$ cat src/rtl/beat_flywheel.sv
// Tempo estimator and beat flywheel fed by beat_track's per-frame beat decision.
// Averages detected beat intervals, locks onto a steady tempo and inserts predicted beats on dropouts.
module beat_flywheel #(
    parameter int PERIOD_W     = 8,
    parameter int MIN_PERIOD   = 10,
    parameter int MAX_PERIOD   = 120,
    parameter int TOL          = 2,
    parameter int LOCK_COUNT   = 3,
    parameter int MAX_MISS     = 4,
    parameter int PULSE_CYCLES = 1000000
) (
    input  logic                clk,
    input  logic                reset,
    input  logic                frame_strobe,
    input  logic                beat_in,
    output logic                beat_pulse,
    output logic                beat_src,
    output logic [PERIOD_W-1:0] period,
    output logic [PERIOD_W-1:0] phase,
    output logic                locked
);

    localparam int XW   = PERIOD_W + 1;
    localparam int MC_W = $clog2(LOCK_COUNT + 1);
    localparam int MS_W = $clog2(MAX_MISS + 1);
    localparam int PC_W = $clog2(PULSE_CYCLES + 1);

    localparam logic [1:0] SEARCH = 2'd0;
    localparam logic [1:0] TRACK  = 2'd1;
    localparam logic [1:0] LOCKED = 2'd2;

    localparam logic [PERIOD_W-1:0] CTR_MAX = '1;
    localparam logic [PERIOD_W-1:0] TOL_P   = PERIOD_W'(TOL);
    localparam logic [XW-1:0]       TOL_X   = XW'(TOL);
    localparam logic [XW-1:0]       MIN_X   = XW'(MIN_PERIOD);
    localparam logic [XW-1:0]       MAX_X   = XW'(MAX_PERIOD);
    localparam logic [MC_W-1:0]     LOCK_C  = MC_W'(LOCK_COUNT);
    localparam logic [MS_W-1:0]     MISS_C  = MS_W'(MAX_MISS);
    localparam logic [PC_W-1:0]     PULSE_C = PC_W'(PULSE_CYCLES);

    logic [1:0]          state_q, state_d;
    logic [PERIOD_W-1:0] ctr_q, ctr_d;
    logic [PERIOD_W-1:0] period_q, period_d;
    logic [MC_W-1:0]     matchCnt_q, matchCnt_d;
    logic [MS_W-1:0]     missCnt_q, missCnt_d;
    logic                src_q, src_d;
    logic                locked_q;
    logic [PC_W-1:0]     pulseCtr_q;

    logic [PERIOD_W-1:0] ctrNext;
    logic [XW-1:0]       interval, periodX, absDiff, avgSum;
    logic [MC_W-1:0]     matchInc;
    logic [MS_W-1:0]     missInc;
    logic                beatEvent, inWindow, pulseLoad;

    always_comb begin
        beatEvent = frame_strobe & beat_in;
        ctrNext   = (ctr_q == CTR_MAX) ? ctr_q : ctr_q + PERIOD_W'(1);
        interval  = {1'b0, ctrNext};
        periodX   = {1'b0, period_q};
        absDiff   = (interval >= periodX) ? interval - periodX : periodX - interval;
        inWindow  = (absDiff <= TOL_X);
        // Rounded mean of old estimate and new interval; the extra bit keeps the sum from wrapping.
        avgSum    = periodX + interval + XW'(1);
        matchInc  = matchCnt_q + MC_W'(1);
        missInc   = missCnt_q + MS_W'(1);
    end

    always_comb begin
        state_d    = state_q;
        ctr_d      = ctr_q;
        period_d   = period_q;
        matchCnt_d = matchCnt_q;
        missCnt_d  = missCnt_q;
        src_d      = src_q;
        pulseLoad  = 1'b0;
        if (frame_strobe) begin
            ctr_d = ctrNext;
            case (state_q)
                SEARCH: begin
                    if (beatEvent) begin
                        state_d    = TRACK;
                        ctr_d      = '0;
                        matchCnt_d = '0;
                        src_d      = 1'b0;
                        pulseLoad  = 1'b1;
                    end
                end
                TRACK: begin
                    if (beatEvent) begin
                        if (interval >= MIN_X) begin
                            ctr_d     = '0;
                            src_d     = 1'b0;
                            pulseLoad = 1'b1;
                            if (inWindow) begin
                                matchCnt_d = matchInc;
                                period_d   = PERIOD_W'(avgSum >> 1);
                                if (matchInc == LOCK_C) begin
                                    state_d   = LOCKED;
                                    missCnt_d = '0;
                                end
                            end else begin
                                matchCnt_d = '0;
                                period_d   = ctrNext;
                            end
                        end
                    end else if (interval > MAX_X) begin
                        state_d    = SEARCH;
                        period_d   = '0;
                        matchCnt_d = '0;
                    end
                end
                LOCKED: begin
                    // A real detection always beats a prediction landing on the same frame.
                    if (beatEvent) begin
                        if (inWindow) begin
                            period_d  = PERIOD_W'(avgSum >> 1);
                            ctr_d     = '0;
                            missCnt_d = '0;
                            src_d     = 1'b0;
                            pulseLoad = 1'b1;
                        end
                    end else if (interval == periodX + TOL_X) begin
                        ctr_d     = TOL_P;
                        missCnt_d = missInc;
                        src_d     = 1'b1;
                        pulseLoad = 1'b1;
                        if (missInc == MISS_C) begin
                            state_d  = SEARCH;
                            period_d = '0;
                        end
                    end
                end
                default: begin
                    state_d    = SEARCH;
                    ctr_d      = '0;
                    period_d   = '0;
                    matchCnt_d = '0;
                    missCnt_d  = '0;
                end
            endcase
        end
    end

    always_ff @(posedge clk or posedge reset) begin
        if (reset) begin
            state_q    <= SEARCH;
            ctr_q      <= '0;
            period_q   <= '0;
            matchCnt_q <= '0;
            missCnt_q  <= '0;
            src_q      <= 1'b0;
            locked_q   <= 1'b0;
        end else begin
            state_q    <= state_d;
            ctr_q      <= ctr_d;
            period_q   <= period_d;
            matchCnt_q <= matchCnt_d;
            missCnt_q  <= missCnt_d;
            src_q      <= src_d;
            locked_q   <= (state_d == LOCKED);
        end
    end

    // Stretches each accepted or predicted beat; a new beat reloads without a gap.
    always_ff @(posedge clk or posedge reset) begin
        if (reset) begin
            pulseCtr_q <= '0;
        end else if (pulseLoad) begin
            pulseCtr_q <= PULSE_C;
        end else if (pulseCtr_q != '0) begin
            pulseCtr_q <= pulseCtr_q - PC_W'(1);
        end
    end

    assign beat_pulse = (pulseCtr_q != '0);
    assign beat_src   = src_q;
    assign period     = period_q;
    assign phase      = ctr_q;
    assign locked     = locked_q;

endmodule
$ cat config.mk
export PLATFORM = sky130hd
export DESIGN_NAME = beat_flywheel
export DESIGN_NICKNAME = d
export VERILOG_FILES = /design/src/rtl/beat_flywheel.sv
export SDC_FILE = /design/constraint.sdc
export NUM_CORES = 1
export LEC_CHECK = 0
export BUFFER_PORTS_ARGS = -buffer_cell sky130_fd_sc_hd__buf_4
export CELL_PAD_IN_SITES_DETAIL_PLACEMENT = 1
export CELL_PAD_IN_SITES_GLOBAL_PLACEMENT = 1
export CORE_UTILIZATION = 30
export DETAILED_ROUTE_END_ITERATION = 6
export MAX_ROUTING_LAYER = met4
export PLACE_DENSITY = 0.56
export REMOVE_ABC_BUFFERS = 1
export SLEW_MARGIN = 10
export SYNTH_ARGS = -nofsm -noshare
export SYNTH_HDL_FRONTEND = slang
export SYNTH_SLANG_ARGS = --single-unit
export TNS_END_PERCENT = 50
$ cat constraint.sdc
create_clock -name clk -period 5.8 [get_ports clk]
set_input_delay 1.16 -clock clk [delete_from_list [all_inputs] [get_ports clk]]
set_output_delay 1.16 -clock clk [all_outputs]
set_load 0.01 [all_outputs]
==> results of run 1 <==
power by group through the flow:
stage               Combinational, uW  Clock (uW)  Sequential [uW]
detailed placement               1310           0              491
global placement                 1290           0              483
floorplan                         964           0              474
global route                     1460         346              500
CTS                              1320         337              485
finish                           1310         327              485
cells in the final DEF, fill, tap and decap left out, types with 9 or more instances in the layout:
master                     count
sky130_fd_sc_hd__dfrtp_1      45
sky130_fd_sc_hd__nor2_1       41
sky130_fd_sc_hd__inv_1        39
sky130_fd_sc_hd__nand2_1      38
sky130_fd_sc_hd__ha_1         35
sky130_fd_sc_hd__a21oi_1      28
sky130_fd_sc_hd__buf_4        24
sky130_fd_sc_hd__xnor2_1      20
sky130_fd_sc_hd__nand3_1      17
sky130_fd_sc_hd__xor2_1       14
sky130_fd_sc_hd__o21ai_0      13
sky130_fd_sc_hd__o22ai_1      13
sky130_fd_sc_hd__nand2b_1     12
sky130_fd_sc_hd__nor3_1       11
sky130_fd_sc_hd__o211ai_1      9
sky130_fd_sc_hd__a21o_1        9
sequential cells by signal (all words and copies together), names as in the netlist:
register / count
missCnt_q: 3
matchCnt_q: 2
beat_src: 1
pulseCtr_q: 20
locked: 1
state_q: 2
period: 8
phase: 8
final cells by class:
class	instances	area [um^2]	share of cell area
multi-input combinational	390	2800	0.602
sequential	45	1130	0.242
timing repair buffer	24	180	0.0387
clock buffer	6	129	0.0277
tap	176	220	0.0473
clock inverter	2	38.8	0.00833
inverter	43	161	0.0346
through the flow:
step                      cell area (um^2)   util  hold slack (ns)  power (uW)  setup WS, ns
after global placement                4490  0.335            0.466        1780          1.04
after detailed placement              4490  0.335            0.496        1810         0.830
after CTS                             4660  0.348            0.510        2140         0.804
final                                 4660  0.348            0.500        2120         0.811
after global routing                  4660  0.348            0.539        2310         0.330
after floorplan                       4090      -            0.453        1440          1.60
critical path, stage by stage (launching register included):
cell and delay, ns:
sky130_fd_sc_hd__dfrtp_1 0.46, sky130_fd_sc_hd__ha_1 0.31, sky130_fd_sc_hd__nand2_1 0.14, sky130_fd_sc_hd__nor3_2 0.33
sky130_fd_sc_hd__xnor2_1 0.35, sky130_fd_sc_hd__inv_1 0.14, sky130_fd_sc_hd__ha_1 0.27, sky130_fd_sc_hd__fa_1 0.39
sky130_fd_sc_hd__nand2b_1 0.17, sky130_fd_sc_hd__a21oi_1 0.21, sky130_fd_sc_hd__a31oi_1 0.12, sky130_fd_sc_hd__xor2_1 0.16
sky130_fd_sc_hd__nand4_1 0.24, sky130_fd_sc_hd__a2111oi_2 0.73, sky130_fd_sc_hd__o21ai_1 0.18, sky130_fd_sc_hd__a21oi_2 0.51
sky130_fd_sc_hd__nor2_1 0.12
routing by layer:
layer  global-route usage  part of all wire  up-vias
li1                     -                 -     1814
met5                    -                 0        -
met3               0.0195             0.028       10
met1                0.240              0.48     1844
met2                0.313              0.49       46
met4               0.0445             0.011        0
worst max-delay path by stage:
stage | startpoint | slack (ns) | cells past startpoint | to
after floorplan | phase[1] | 1.60 | 15 | missCnt_q[0]
after global placement | phase[1] | 1.04 | 16 | pulseCtr_q[15]
after detailed placement | phase[1] | 0.83 | 16 | pulseCtr_q[2]
after CTS | phase[1] | 0.80 | 16 | pulseCtr_q[2]
after global routing | phase[1] | 0.33 | 16 | pulseCtr_q[2]
final | phase[1] | 0.81 | 16 | pulseCtr_q[2]
cell families (layout without fill, tap and decap cells):
family	Yosys count	count (layout)
simple gates	169	169
compound gates	142	142
buf+inv	58	75
flops	45	45
fa+ha+maj	38	38
xor+xnor	34	34
mux	7	7
==> flow_metrics.py, run 1 <==
metrics = {
    "status": {
        "outcome": "completed",
    },
    "global_route": {
        "grt_first_pass_wirelength_mm": 20.5,
        "antenna_found_initial": 0,
        "grt_max_degree": 46,
        "global_route.usage.total": 0.186,
        "via_count_of_the_first_global_routing_pass": 3836,
        "grt_overflow_total": 0,
    },
    "setup_path": {
        "worstReg2RegEnd": "pulseCtr_q[2]",
        "r2r_start": "phase[1]",
        "crit_type": "register to register",
        "reg2reg_slack_ns": 0.81,
        "arrival_worst_endpoint_ns": 5.13,
        "critical_path.max_fanout": 13,
        "cp_endpoint_kind": "register",
        "required_ns": 5.94,
        "startpoint_type": "register",
        "ff2ff_path_depth": 16,
    },
    "yosys": {
        "synth_cells": 493,
        "synth_seq_area_share": 0.271,
        "synth.distinct_cells": 76,
        "synth_most_common_cell": "sky130_fd_sc_hd__dfrtp_1",
        "synthFlopType": "sky130_fd_sc_hd__dfrtp_1",
        "syn-mean-instance-area_um2": 8.44,
        "yosysWarnings": 0,
        "simple_logic_cell_fraction_of_the_synthesized_area": 0.208,
        "mux_cell_area_share_after_synthesis": 0.0198,
        "synthArstFlopShare": 1.00,
        "largest_family_of_logic_cells_by_synthesized_area": "compound AO/OA/AOI/OAI gates",
        "synthXorXnorAreaFrac": 0.0716,
        "yosys.area.top_type": "sky130_fd_sc_hd__dfrtp_1",
        "post-synth-top-area-fraction": 0.271,
        "synth.top_cells.by_count": "sky130_fd_sc_hd__dfrtp_1 (45), sky130_fd_sc_hd__nor2_1 (41), sky130_fd_sc_hd__inv_1 (40)",
        "yosys-top-cells-area": "sky130_fd_sc_hd__dfrtp_1 (27%), sky130_fd_sc_hd__ha_1 (11%), sky130_fd_sc_hd__xnor2_1 (4.2%)",
        "synth_edf_count": 0,
        "synth_fa_ha_area_frac": 0.120,
        "ys_seq_elements": 45,
        "post_synthesis_instance_area_um2": 4160,
        "synth_compound_gate_area_share": 0.255,
    },
    "route": {
        "detailedRoute.firstIterationViolations": 150,
        "route.final.wire_length_mm": 12.5,
        "final_antenna_net_count": 0,
        "wl_cell_um": 18.3,
        "dr_total_vias": 3714,
        "drt-pass1-iter-count": 4,
        "routed_via_density": 5.41,
        "drt_drc_violations_left": 0,
    },
    "power": {
        "vdd.ir_drop.worst_mv": 0.283,
        "power_per_cell_area_nw_per_um2": 456,
        "power_report.internal_total_uw": 1120,
        "power.clock.fraction": 0.154,
        "power.switching_fraction": 0.473,
        "power_leakage_uw": 0.00196,
        "share_seq_of_total_power": 0.228,
        "p_comb_frac": 0.618,
        "power_switching_uw": 1010,
    },
    "floorplanning": {
        "dieHeight_um": 120,
        "die_w_um": 120,
        "floorplan.die_area_um2": 14300,
        "fp-row-count": 42,
        "placeableCoreArea_um2": 13400,
        "initial_core_util": 0.310,
        "floorplan.io_pins": 23,
    },
    "cts": {
        "cts-htree-levels": 2,
        "cts_root_buf": "sky130_fd_sc_hd__clkbuf_16",
        "cts_tree": "yes",
        "worst_skew_pair.late_latency_ns": 0.29,
        "cts-root-to-sink-buffers": 2,
        "tritoncts.num_buffers": 5,
        "clk_transition_reported_paths_ns": 0.07,
        "cts-hold-fix-buffers": 0,
        "cts_resized": 0,
        "cts_setup_buffers": 0,
        "cts_sinks": 45,
    },
    "sta": {
        "worst_pin_slew_ns": 1.01,
        "setup-tns-final_ns": 0,
        "layout_worst_path_cycle_share": 0.860,
        "number_of_pins_with_negative_max_slew_slack_in_the_final_report": 0,
        "timing.fmax_mhz": 200,
        "grt_setup_unrepaired": "no",
        "final_hold_viol_count": 0,
        "report.final.setup_viol": 0,
        "worst_clock_skew_ns": 0.00760,
        "slew_headroom": 0.324,
        "final.min_clock_period_ns": 4.99,
    },
    "placement": {
        "placer_congestion": 0.847,
        "hpwlAfterDp_mm": 9.97,
        "port_buffers": 22,
        "dpl.cell_count": 678,
    },
    "min_path": {
        "timing.hold.worst.start": "matchCnt_q[1]",
        "worstHoldEndpoint": "matchCnt_q[1]",
        "worst_hold_path_depth": 2,
        "hp-class": "register to register",
    },
    "final_layout": {
        "post_route_non_filler_standard_cell_count": 686,
        "final.fill_count": 1619,
        "post_route_cells_drive_above_1_share": 0.116,
        "nets": 551,
        "diodes": 0,
        "area_growth_syn_to_layout_pct": 12.0,
    },
    "run": {
        "maximum_capacitance_violations": 0,
    },
}
Power figures use the tool's default switching activity.
==> run 2, diff against run 1 <==
Settings changed: ABC_AREA from default to 1, PLACE_DENSITY 0.56 to 0.59.
==> run 2 against run 1 <==
Final cell count up 25%. Count of clock-buffer cells in the layout down 1. Clock skew up 0.0012 ns. Die area up 7.6%. Critical path type unchanged. Critical endpoint is now pulseCtr_q[19]. Largest power group unchanged.
==> flow_metrics.py, run 2 <==
metrics = {
    "final_layout": {
        "final_common_cell": "sky130_fd_sc_hd__nand2_1",
        "largest_register_ffs": 20,
        "regMostFlops": "pulseCtr_q",
        "diodes": 0,
        "post_route_cells_drive_above_1_share": 0.144,
        "layout.cells.most_common_list": "sky130_fd_sc_hd__nand2_1 (195), sky130_fd_sc_hd__inv_1 (80), sky130_fd_sc_hd__nor2_1 (54)",
        "area_growth_syn_to_layout_pct": 9.99,
        "nets": 716,
        "finalInstanceArea_um2": 4930,
        "utilization": 0.339,
    },
    "cts": {
        "tritoncts.num_buffers": 5,
        "cts_root_buf": "sky130_fd_sc_hd__clkbuf_16",
        "cts-htree-levels": 2,
        "cts_setup_buffers": 0,
        "clk_transition_reported_paths_ns": 0.07,
        "worst_skew_pair.late_latency_ns": 0.29,
        "cts-root-to-sink-buffers": 2,
        "cts_tree": "yes",
        "cts_resized": 0,
        "cts_sinks": 45,
        "cts-hold-fix-buffers": 0,
    },
    "power": {
        "power_per_cell_area_nw_per_um2": 463,
        "power.clock.fraction": 0.130,
        "p_comb_frac": 0.675,
        "power.switching_fraction": 0.542,
        "share_seq_of_total_power": 0.195,
        "power_report.internal_total_uw": 1040,
        "power_switching_uw": 1240,
        "vdd.ir_drop.worst_mv": 0.325,
        "total_power_uw": 2280,
        "power_leakage_uw": 0.00249,
    },
    "yosys": {
        "ys_seq_elements": 45,
        "synth_seq_area_share": 0.251,
        "synth_edf_count": 0,
        "post-synth-top-area-fraction": 0.251,
        "synth_most_common_cell": "sky130_fd_sc_hd__nand2_1",
        "yosys-top-cells-area": "sky130_fd_sc_hd__dfrtp_1 (25%), sky130_fd_sc_hd__nand2_1 (16%), sky130_fd_sc_hd__ha_1 (9.8%)",
        "yosys.area.top_type": "sky130_fd_sc_hd__dfrtp_1",
        "synth.distinct_cells": 44,
        "synth.top_cells.by_count": "sky130_fd_sc_hd__nand2_1 (195), sky130_fd_sc_hd__inv_1 (81), sky130_fd_sc_hd__nor2_1 (55)",
        "synth_cells": 656,
        "post_synthesis_instance_area_um2": 4480,
        "yosysWarnings": 0,
        "synthFlopType": "sky130_fd_sc_hd__dfrtp_1",
        "syn-mean-instance-area_um2": 6.83,
        "synthArstFlopShare": 1.00,
    },
    "sta": {
        "setup-tns-final_ns": 0,
        "hold_slack_ns": 0.498,
        "final_hold_viol_count": 0,
        "report.final.setup_viol": 0,
        "layout_worst_path_cycle_share": 0.729,
        "grt_setup_unrepaired": "no",
        "worst_clock_skew_ns": 0.00879,
        "final.min_clock_period_ns": 4.23,
        "number_of_pins_with_negative_max_slew_slack_in_the_final_report": 0,
        "worst_pin_slew_ns": 0.976,
        "timing.fmax_mhz": 236,
        "slew_headroom": 0.349,
    },
    "setup_path": {
        "critical_path.max_fanout": 14,
        "cp_cell_sequence": "ha_1 > nand3_1 > inv_2 > nand2_4 > xor2_1 > inv_1 > ha_1 > fa_1 > inv_1 > nand2_1 > a21oi_1 > nand3_1 > nor2_1 > nand2_1 > nand2_1 > inv_2 > nor2_8 > o21ai_2 > o21ai_4 > nand2_4 > nand2_1",
        "startpoint_type": "register",
        "worst_path_dominant_cell_family": "simple AND/OR/NAND/NOR gates",
        "crit_path_frequent_cell": "sky130_fd_sc_hd__nand2_1",
        "required_ns": 6.02,
        "cp_endpoint_kind": "register",
        "crit_type": "register to register",
        "cp_num_buf_inv": 4,
        "critPathSlowestCell": "sky130_fd_sc_hd__o21ai_4",
        "arrival_worst_endpoint_ns": 4.46,
        "crit_path_largest_cell_delay_ns": 0.49,
    },
    "global_route": {
        "grt_overflow_total": 0,
        "grt_first_pass_wirelength_mm": 22.6,
        "global_route.usage.total": 0.183,
        "grt_max_degree": 46,
        "via_count_of_the_first_global_routing_pass": 4442,
        "antenna_found_initial": 0,
    },
    "floorplanning": {
        "floorplan.die_area_um2": 15400,
        "die_w_um": 124,
        "placeableCoreArea_um2": 14500,
        "floorplan.io_pins": 23,
        "dieHeight_um": 124,
        "initial_core_util": 0.308,
        "fp-row-count": 44,
    },
    "placement": {
        "hpwlAfterDp_mm": 10.8,
        "placer_congestion": 0.856,
        "port_buffers": 22,
        "dpl_cell_area_um2": 4780,
    },
    "run": {
        "maximum_capacitance_violations": 0,
    },
    "route": {
        "wl_cell_um": 15.4,
        "final_antenna_net_count": 0,
        "drt-pass1-iter-count": 4,
        "routed_via_density": 4.89,
        "detailedRoute.firstIterationViolations": 186,
        "dr_total_vias": 4201,
        "route.final.wire_length_mm": 13.2,
        "drt_drc_violations_left": 0,
    },
    "status": {
        "outcome": "completed",
    },
    "min_path": {
        "hp-class": "register to register",
    },
}
-- run 2: changes by cell type after synthesis, moves of 13 or more --
cell / change
sky130_fd_sc_hd__inv_1: +41
sky130_fd_sc_hd__o22ai_1: -13
sky130_fd_sc_hd__nand2_1: +157
sky130_fd_sc_hd__nand3_1: +35
sky130_fd_sc_hd__nand2_2: +16
sky130_fd_sc_hd__nor2_1: +14
-- run 2: metrics by stage --
stage                     worst slack, ns  std cells
after floorplan                      2.19        644
after global placement               1.73        851
after detailed placement             1.54        851
after CTS                            1.52        859
after global routing                 1.05        859
final                                1.57        859
-- run 2: worst min-delay path: cells and delay by family, from the launching register on --
kind	cells	cell delay (ns)
flip-flops	1	0.34
AO/OA/AOI/OAI	1	0.06
AND/OR/NAND/NOR	1	0.05
-- run 2: routing by layer --
layer  global-route usage  routed length [um]
met1                0.235                6370
met2                0.317                6570
met3               0.0151                 187
met4               0.0276                  82
met5                    -                   0
-- run 2: worst paths after layout --
check                           cells after the start      from  slack, ns             end
worst max-delay path                               21  phase[0]       1.57  pulseCtr_q[19]
worst min-delay path                                2  beat_src       0.50        beat_src
worst max register to register                     21  phase[0]       1.57  pulseCtr_q[19]
worst min register to register                      2  beat_src       0.50        beat_src
max in group asynchronous                           2     reset       4.09       period[4]
min in group asynchronous                           2     reset       1.09    missCnt_q[1]
-- run 2: cell families after synthesis --
kind of cell,share of synthesized area
AOI/OAI and AO/OA,0.111
and+or+nand+nor,0.379
buffers and inverters,0.0985
xor gates and xnor gates,0.0489
DFF,0.251
adders and majority gates,0.111
-- run 2: final cells by class --
cell class	instances	area [um^2]
Multi-Input combinational cell	510	2920
Fill cell	1885	9600
Clock buffer	5	125
Timing Repair Buffer	23	173
Clock inverter	3	25.0
Sequential cell	45	1130
Tap cell	184	230
Inverter	89	334
-- run 2: power by group through the flow --
stage	combinational [uW]	clock [uW]	sequential, uW
finish	1540	296	444
floorplan	1180	0	437
global placement	1530	0	446
CTS	1560	307	445
global route	1750	317	456
detailed placement	1560	0	451
